`src/rtl/lif_scheduler_if.sv`:
```
// Bus between the LIF scheduler and its pin wrapper. It carries the per-neuron
// current fetch, the spike events and the step status.
interface lif_scheduler_if #(
  parameter int N_NEURONS = 4,
  parameter int W         = 8,
  parameter int IDX_W     = 2
);
  logic [IDX_W-1:0]     cur_idx;
  logic [W-1:0]         cur_in;
  logic                 busy;
  logic                 spike_valid;
  logic [IDX_W-1:0]     spike_id;
  logic [N_NEURONS-1:0] spike_vec;
  logic                 step_done;

  modport master (
    output cur_idx,
    input  cur_in,
    output busy,
    output spike_valid,
    output spike_id,
    output spike_vec,
    output step_done
  );

  modport slave (
    input  cur_idx,
    output cur_in,
    input  busy,
    input  spike_valid,
    input  spike_id,
    input  spike_vec,
    input  step_done
  );
endinterface

```
`src/rtl/lif_scheduler.sv`:
```
// Time-multiplexed leaky-integrate-and-fire scheduler. Each tick sweeps every
// virtual neuron once, one neuron per enabled cycle, and emits spike events.
module lif_scheduler #(
  parameter int N_NEURONS = 4,
  parameter int W         = 8,
  parameter int IDX_W     = 2
) (
  input  logic             clk,
  input  logic             rst_n,
  input  logic             ena,
  input  logic             tick,
  input  logic [1:0]       beta,
  input  logic [W-1:0]     threshold,
  output logic             overrun,
  input  logic [IDX_W-1:0] mon_sel,
  output logic [W-1:0]     mon_state,
  lif_scheduler_if.master  bus
);

  typedef enum logic [1:0] {
    IDLE = 2'd0,
    RUN  = 2'd1,
    DONE = 2'd2
  } state_t;

  state_t               state;
  logic [IDX_W-1:0]     idx;
  logic [W-1:0]         mem [N_NEURONS];
  logic [N_NEURONS-1:0] pending;

  logic [W-1:0]         v;
  logic [W-1:0]         leak;
  logic [W:0]           nxt;
  logic [W-1:0]         nxt_sat;
  logic                 fire;
  logic [N_NEURONS-1:0] fire_vec;

  // v - leak never underflows, so one guard bit is enough for the add.
  always_comb begin
    v        = mem[idx];
    leak     = (beta == 2'd0) ? '0 : (v >> beta);
    nxt      = {1'b0, v} - {1'b0, leak} + {1'b0, bus.cur_in};
    nxt_sat  = nxt[W] ? '1 : nxt[W-1:0];
    fire     = (nxt_sat >= threshold);
    fire_vec = '0;
    fire_vec[idx] = fire;
  end

  assign bus.cur_idx = (state == RUN) ? idx : '0;
  assign bus.busy    = (state != IDLE);
  assign mon_state   = mem[mon_sel];

  always_ff @(posedge clk or negedge rst_n) begin
    if (!rst_n) begin
      state           <= IDLE;
      idx             <= '0;
      pending         <= '0;
      overrun         <= 1'b0;
      bus.spike_valid <= 1'b0;
      bus.spike_id    <= '0;
      bus.spike_vec   <= '0;
      bus.step_done   <= 1'b0;
      for (int unsigned i = 0; i < N_NEURONS; i++) begin
        mem[i] <= '0;
      end
    end else begin
      bus.spike_valid <= 1'b0;
      bus.step_done   <= 1'b0;
      if (tick && state != IDLE) begin
        overrun <= 1'b1;
      end
      case (state)
        IDLE: begin
          if (tick && ena) begin
            state   <= RUN;
            idx     <= '0;
            pending <= '0;
          end
        end
        RUN: begin
          if (ena) begin
            mem[idx]        <= fire ? (nxt_sat - threshold) : nxt_sat;
            bus.spike_valid <= fire;
            if (fire) begin
              bus.spike_id <= idx;
            end
            pending <= pending | fire_vec;
            // Last neuron's spike is folded in directly; pending is not yet updated.
            if (idx == IDX_W'(N_NEURONS - 1)) begin
              state         <= DONE;
              bus.spike_vec <= pending | fire_vec;
              bus.step_done <= 1'b1;
            end else begin
              idx <= idx + 1'b1;
            end
          end
        end
        DONE: begin
          state <= IDLE;
        end
        default: begin
          state <= IDLE;
        end
      endcase
    end
  end

endmodule

```
`src/flat_wrapper.sv`:
```
// flat-port wrapper written by rule: the top's interface ports become plain ports
module lif_scheduler_flat 
#(
  parameter int N_NEURONS = 4,
  parameter int W         = 8,
  parameter int IDX_W     = 2
)
  (clk, rst_n, ena, tick, beta, threshold, overrun, mon_sel, mon_state, bus_cur_idx, bus_cur_in, bus_busy, bus_spike_valid, bus_spike_id, bus_spike_vec, bus_step_done);
  lif_scheduler_if #(.N_NEURONS(N_NEURONS), .W(W), .IDX_W(IDX_W)) bus_i ();
  input  logic clk;
  input  logic rst_n;
  input  logic ena;
  input  logic tick;
  input  logic [1:0] beta;
  input  logic [W-1:0] threshold;
  output logic overrun;
  input  logic [IDX_W-1:0] mon_sel;
  output logic [W-1:0] mon_state;
  output wire logic [$bits(bus_i.cur_idx)-1:0] bus_cur_idx;
  input wire logic [$bits(bus_i.cur_in)-1:0] bus_cur_in;
  output wire logic [$bits(bus_i.busy)-1:0] bus_busy;
  output wire logic [$bits(bus_i.spike_valid)-1:0] bus_spike_valid;
  output wire logic [$bits(bus_i.spike_id)-1:0] bus_spike_id;
  output wire logic [$bits(bus_i.spike_vec)-1:0] bus_spike_vec;
  output wire logic [$bits(bus_i.step_done)-1:0] bus_step_done;
  assign bus_cur_idx = bus_i.cur_idx;
  assign bus_i.cur_in = bus_cur_in;
  assign bus_busy = bus_i.busy;
  assign bus_spike_valid = bus_i.spike_valid;
  assign bus_spike_id = bus_i.spike_id;
  assign bus_spike_vec = bus_i.spike_vec;
  assign bus_step_done = bus_i.step_done;
  lif_scheduler #(.N_NEURONS(N_NEURONS), .W(W), .IDX_W(IDX_W)) u_core (.clk(clk), .rst_n(rst_n), .ena(ena), .tick(tick), .beta(beta), .threshold(threshold), .overrun(overrun), .mon_sel(mon_sel), .mon_state(mon_state), .bus(bus_i));
endmodule
```
`config.mk`:
```
export PLATFORM = sky130hd
export DESIGN_NAME = lif_scheduler_flat
export DESIGN_NICKNAME = d
export VERILOG_FILES = /design/src/rtl/lif_scheduler_if.sv /design/src/rtl/lif_scheduler.sv /design/src/flat_wrapper.sv
export SDC_FILE = /design/constraint.sdc
export NUM_CORES = 1
export LEC_CHECK = 0
export ABC_AREA = 1
export CAP_MARGIN = 20
export CORE_MARGIN = 2
export CORE_UTILIZATION = 52
export CTS_CLUSTER_DIAMETER = 150
export CTS_CLUSTER_SIZE = 24
export DETAILED_ROUTE_END_ITERATION = 16
export PLACE_DENSITY = 0.81
export SLEW_MARGIN = 40
export SYNTH_ARGS = -nofsm -noshare
export SYNTH_HDL_FRONTEND = slang
export SYNTH_SLANG_ARGS = --single-unit
```
`constraint.sdc`:
```
create_clock -name clk -period 4.2 [get_ports clk]
set_input_delay 0.84 -clock clk [delete_from_list [all_inputs] [get_ports clk]]
set_output_delay 0.84 -clock clk [all_outputs]
set_load 0.005 [all_outputs]
```
Word-level counts from Yosys, hierarchy flattened
Cells that the tools add are included.
{ "word_totals": {"reg_bits": 49, "in_bits": 24, "out_inout_bits": 20, "word_cells": 78} }
{ "classes": {"n_addsub": 4, "magnitude_cmp": 6, "n_eq_ne": 6, "shift": 1, "mux": 31, "n_bitwise": 4, "reduce_logical": 14} }
{ "ops": {"columns": ["cell", "count"], "rows": [
  ["8-bit two-way mux", 8],
  ["8-bit binary-select mux with 2-bit select", 2],
  ["32-bit bitwise mux", 1],
  ["8-bit demux with 2-bit select", 1],
  ["2-bit two-way mux", 7],
  ["3-bit AND reduction", 4],
  ["9-bit by 8-bit adder with 9-bit output", 1],
  ["8-bit by 8-bit subtractor with 9-bit output", 1],
  ["8-bit >= comparator", 1],
  ["4-bit two-way mux", 2],
  ["2-bit one-hot mux with 2 select lines", 2],
  ["4-bit one-hot mux with 2 select lines", 1],
  ["8-bit by 2-bit >> shifter with 8-bit output", 1],
  ["8-bit subtractor", 1],
  ["3-bit >= comparator (second input constant)", 2],
  ["1-bit two-way mux", 6],
  ["2-bit != test (second input constant)", 3],
  ["2-bit NOT with 3-bit output", 2],
  ["4-bit bitwise AND", 1],
  ["1-bit logical AND", 4],
  ["2-bit zero test", 2],
  ["4-bit bitwise OR", 1],
  ["4-bit AND reduction", 1],
  ["2-bit nonzero test", 2],
  ["other kinds (9)", 9]
]} }

Depth between registers and ports, before layout
{ "logic_depth": {"depth_word": 14, "depth_mapped": 33, "depth_no_buf": 31} }

Worst setup path before layout
OpenSTA, ideal clock, no wires.
{ "synth_path": {"kind": "input -> register", "from": "input beta[0]", "to": "register u_core.mem[17] in the netlist's numbering", "setup_time_ns": 0.118, "t_arrival_ns": 4.294, "required_time_ns": 4.082, "path_slack_ns": -0.211, "stages": 24, "n_path_buf": 1, "cell_sequence": "inv_1 -> nor2_1 -> inv_1 -> o21ai_0 -> fa_1 -> fa_1 -> inv_1 -> nand2_1 -> nand2_1 -> nand3_1 -> nand2_1 -> nand2_1 -> nand2_2 -> buf_6 -> nand2_1 -> fa_1 -> nand3_1 -> nand3_1 -> o21ai_1 -> nand2_2 -> inv_4 -> nand3_1 -> nand3_1 -> nand2_1"} }
{ "synth_via": {"elab_chain_len": 8, "elab_cells_between_ends": 10, "classes_between": "3 x add/sub; 1 x order compare; 1 x shift; 4 x mux; 1 x reduce/logical"} }
{ "synth_rtl": {"columns": ["item", "line", "text"], "rows": [
  ["start: declaration", "flat_wrapper.sv:14", "input logic [1:0] beta;"],
  ["8-bit by 2-bit >> shifter with 8-bit output or 2-bit zero test (tied branches)", "lif_scheduler.sv:41", "leak = (beta == 2'd0) ? '0 : (v >> beta);"],
  ["8-bit two-way mux (*)", "lif_scheduler.sv:41", null],
  ["8-bit by 8-bit subtractor with 9-bit output (*)", "lif_scheduler.sv:42", "nxt = {1'b0, v} - {1'b0, leak} + {1'b0, bus.cur_in};"],
  ["9-bit by 8-bit adder with 9-bit output (*)", "lif_scheduler.sv:42", null],
  ["8-bit two-way mux (*)", "lif_scheduler.sv:43", "nxt_sat = nxt[W] ? '1 : nxt[W-1:0];"],
  ["8-bit subtractor or 8-bit >= comparator (tied branches)", "lif_scheduler.sv:82, lif_scheduler.sv:44", null],
  ["8-bit two-way mux (*)", "lif_scheduler.sv:82", "mem[idx] <= fire ? (nxt_sat - threshold) : nxt_sat;"],
  ["32-bit bitwise mux (*)", "lif_scheduler.sv:82", null],
  ["end signal: indexed assignment", "lif_scheduler.sv:82", null],
  ["end: declaration", "lif_scheduler.sv:28", "logic [W-1:0] mem [N_NEURONS];"]
]} }
Mark *: on every way between the ends. The rest lies on a longest branch, timed or not.
A chain may end at the register's enable or synchronous reset.

Worst setup path in the final report
{ "layout_path": {"from": "register u_core.idx[0]", "to": "register u_core.mem[26] in the netlist's numbering"} }
{ "layout_via": {"elab_chain_len": 12, "elab_cells_between_ends": 18, "classes_between": "3 x add/sub; 3 x order compare; 1 x shift; 9 x mux; 1 x bitwise; 1 x reduce/logical"} }
{ "layout_rtl": {"columns": ["item", "line", "text"], "rows": [
  ["start: declaration", "lif_scheduler.sv:27", "logic [IDX_W-1:0] idx;"],
  ["start signal: assignment", "lif_scheduler.sv:94", "idx <= idx + 1'b1;"],
  ["2-bit NOT with 3-bit output (*)", "lif_scheduler.sv:40, lif_scheduler.sv:82", null],
  ["8-bit binary-select mux with 2-bit select", "lif_scheduler.sv:40", "v = mem[idx];"],
  ["8-bit two-way mux (not written as such) (2 in series)", "lif_scheduler.sv:40", null],
  ["8-bit by 2-bit >> shifter with 8-bit output", "lif_scheduler.sv:41", null],
  ["8-bit two-way mux", "lif_scheduler.sv:41", null],
  ["8-bit by 8-bit subtractor with 9-bit output", "lif_scheduler.sv:42", null],
  ["9-bit by 8-bit adder with 9-bit output", "lif_scheduler.sv:42", null],
  ["8-bit two-way mux", "lif_scheduler.sv:43", null],
  ["8-bit subtractor or 8-bit >= comparator (tied branches)", "lif_scheduler.sv:82, lif_scheduler.sv:44", null],
  ["8-bit two-way mux", "lif_scheduler.sv:82", null],
  ["32-bit bitwise mux (*)", "lif_scheduler.sv:82", null]
]} }
Mark *: on every way between the ends. The rest lies on a longest branch, timed or not. The select of a mux whose other input is x is not followed.

==> impl_metrics.py <==
metrics = {
    "synth": {
        "syn_area_per_cell_um2": 7.062,
        "yosys.area.top_type_share_pct": 32.33,
        "postSynthCellCount": 537,
        "synth_nets": 591,
        "synth_area_leader_cell": "dfrtp_1",
        "yosysWarnings": 0,
        "yosys_register_bits": 49,
        "syn-cell-area_um2": 3792,
        "ys_top_cells_by_area": "dfrtp_1, nand2_1, inv_1",
        "synth.distinct_cells": 35,
        "yosysSeqAreaShare_pct": 32.33,
    },
    "outcome": {
        "status": "finished, violations left",
        "violations": "setup timing",
    },
    "final_layout": {
        "fin_nets": 711,
        "num_antenna_cells": 0,
        "fill_cells": 420,
        "area_delta_synth_final_pct": 47.21,
        "layout-drive-gt1-share_pct": 31.76,
        "post-route-util_pct": 77.80,
    },
    "drt": {
        "drtPass1Iterations": 5,
        "ant_nets": 0,
        "drtIter0Drc": 555,
        "drt-total-wl_mm": 13.68,
        "viasPerCell": 5.845,
        "drt-wirelength-per-cell_um": 18.07,
        "dr_total_vias": 4425,
        "drc": 0,
    },
    "global_routing": {
        "grt_start_max_net_pins": 50,
        "grt_antenna_before_repair": 0,
        "grt_usage_pct": 30.74,
        "grt_pass1_vias": 4045,
        "grt-ovfl-total": 0,
        "grt_pass1_wl_mm": 18.85,
    },
    "worst_setup_path": {
        "r2r_cells": 29,
        "required_ns": 4.45,
        "end_kind": "flip-flop",
        "slowest_stage": "dfrtp_2",
        "start_kind": "flip-flop",
        "r2r_setup_slack_ns": -0.38,
        "slowest_delay_ns": 0.46,
        "path_class": "flip-flop to flip-flop",
        "cp_max_fo": 5,
        "worstPathArrival_ns": 4.83,
        "rr_endpoint": "u_core.mem[26]",
        "crit_start": "u_core.idx[0]",
        "r2r_start": "u_core.idx[0]",
        "cp-endpoint": "u_core.mem[26]",
    },
    "timing": {
        "fin_tns_setup_ns": -9.872,
        "rsz0062_at_grt": "true",
        "max-slew-margin-rel_pct": 58.36,
        "finalHoldViolCount": 0,
        "finalCritPeriodShare_pct": 108.9,
        "fmax_mhz": 218.6,
        "fin_crit_ns": 4.575,
        "worst_slack_ns": -0.3750,
        "tightestPinTransition_ns": 0.6246,
        "slew_violations": 0,
        "fin_skew_ns": 0.007076,
        "setup-violations-final": 43,
    },
    "die": {
        "fp.dieW_um": 89.40,
        "rows": 31,
        "die_area_um2": 7992,
        "initial_core_util_pct": 52.85,
        "pin_count": 44,
        "die_h_um": 89.40,
        "core_um2": 7176,
    },
    "clock_network": {
        "path_clk_slew_ns": 0.09,
        "cts_buffers": 5,
        "clockBufferDepth": 2,
        "htreeDepth": 2,
        "cts_hold_buf": 0,
        "cts_tree": "done",
        "clock_latency_ns": 0.31,
        "root_buffer": "clkbuf_8",
        "cts_sinks": 49,
    },
    "min_path": {
        "hp-class": "flip-flop to flip-flop",
        "hold_start": "u_core.overrun",
    },
    "place": {
        "dp_hpwl_mm": 8.096,
        "place.gp.congestion": 0.9653,
        "portBuffers": 43,
    },
    "flow_run": {
        "drv_cap": 0,
    },
}
-- cell families (layout without fill, tap and decap cells) --
family | after synthesis | in the layout | synth area share [%]
adder cells (fa/ha/maj) | 30 | 30 | 11.68
AND/OR/NAND/NOR | 286 | 286 | 33.72
XOR/XNOR | 5 | 5 | 1.155
AO/OA/AOI/OAI | 76 | 76 | 11.25
flip-flops | 49 | 49 | 32.33
buffers and inverters | 90 | 211 | 9.766
other | 1 | 1 | 0.09888
-- flip-flops by register name, indices dropped and copies added (netlist names) --
name                    flops
u_core.bus.spike_valid      1
u_core.state                2
u_core.mem                 32
u_core.bus.spike_vec        4
u_core.idx                  2
u_core.pending              4
u_core.bus.spike_id         2
u_core.bus.step_done        1
u_core.overrun              1
-- per-layer routing --
metal	track usage, %	part of all wire (%)	vias up
met5	0	0	-
met4	14.38	6.1	0
met3	4.894	9.0	96
met2	51.99	49	318
met1	38.40	35	2059
li1	-	-	1952
-- worst max-delay path: cells and delay by family, from the launching register on --
family | cells | cell delay [ns]
simple gates | 12 | 1.20
compound gates | 5 | 0.75
fa+ha+maj | 5 | 1.45
buf+inv | 7 | 0.63
flops | 1 | 0.46
-- worst min-delay path by stage --
stage | to | slack, ns | depth (start not counted)
after global placement | u_core.overrun | 0.44 | 1
after CTS | u_core.overrun | 0.47 | 1
after global routing | u_core.overrun | 0.50 | 1
after floorplan | u_core.overrun | 0.45 | 1
final | u_core.overrun | 0.46 | 1
after detailed placement | u_core.overrun | 0.45 | 1
-- through the flow --
step	hold WS (ns)	worst slack, ns	cell area [um2]	cells
after floorplan	0.4510	0.02297	3841	537
after CTS	0.4681	-0.08543	5283	751
after global routing	0.4971	-0.5125	5583	757
after global placement	0.4392	-0.7523	4793	733
after detailed placement	0.4481	-0.8999	4796	733
final	0.4618	-0.3750	5583	757
-- layout by cell type (no fill, tap or decap), types with 6 or more instances in the layout --
| cell | synthesis | routed |
|---|---|---|
| o22ai_1 | 10 | 9 |
| clkbuf_8 | 0 | 6 |
| nand2_1 | 182 | 152 |
| nand2_2 | 5 | 23 |
| nand3_1 | 49 | 31 |
| ha_4 | 0 | 8 |
| o21ai_0 | 34 | 27 |
| inv_2 | 2 | 13 |
| nand3_2 | 0 | 14 |
| clkdlybuf4s50_1 | 0 | 40 |
| a21oi_1 | 19 | 10 |
| inv_1 | 75 | 63 |
| dfrtp_1 | 49 | 48 |
| ha_1 | 21 | 11 |
| nand2_4 | 0 | 11 |
| buf_6 | 2 | 10 |
| nor2_1 | 35 | 31 |
| nand3_4 | 4 | 8 |
| buf_4 | 1 | 68 |
-- area by class of cell --
type	instances	area (um2)	share of cell area, %
Inverter	80	314.1	5.625
Timing Repair Buffer	122	1057	18.94
Clock buffer	7	86.33	1.546
Sequential cell	49	1227	21.99
Tap cell	99	123.9	2.219
Multi-Input combinational cell	398	2738	49.04
Timing Repair inverter	1	6.256	0.1121
Clock inverter	1	30.03	0.5379
-- cell usage after synthesis (all sizes together) --
| master | number |
|---|---|
| o211ai | 1 |
| o22a | 1 |
| buf | 8 |
| nor2 | 38 |
| or2 | 4 |
| a21o | 1 |
| clkbuf | 2 |
| nand3 | 53 |
| xor2 | 4 |
| nand2 | 187 |
| nand4 | 1 |
| inv | 80 |
| a21oi | 19 |
| o22ai | 10 |
| ha | 21 |
| xnor2 | 1 |
| o21ai | 38 |
| conb | 1 |
| a211oi | 1 |
| fa | 9 |
| dfrtp | 49 |
| o21bai | 1 |
| a32o | 4 |
| nand3b | 3 |
-- timing repair --
action	in CTS	in global routing
cloned	2	1
setup buffers	8	5
hold endpoints to repair	0	0
pin swaps	30	31
endpoints found under the setup margin	43	43
resized for setup	84	58
Power is not shown: default switching activity piles up to over one toggle a cycle in this logic, so the estimate is an artifact.
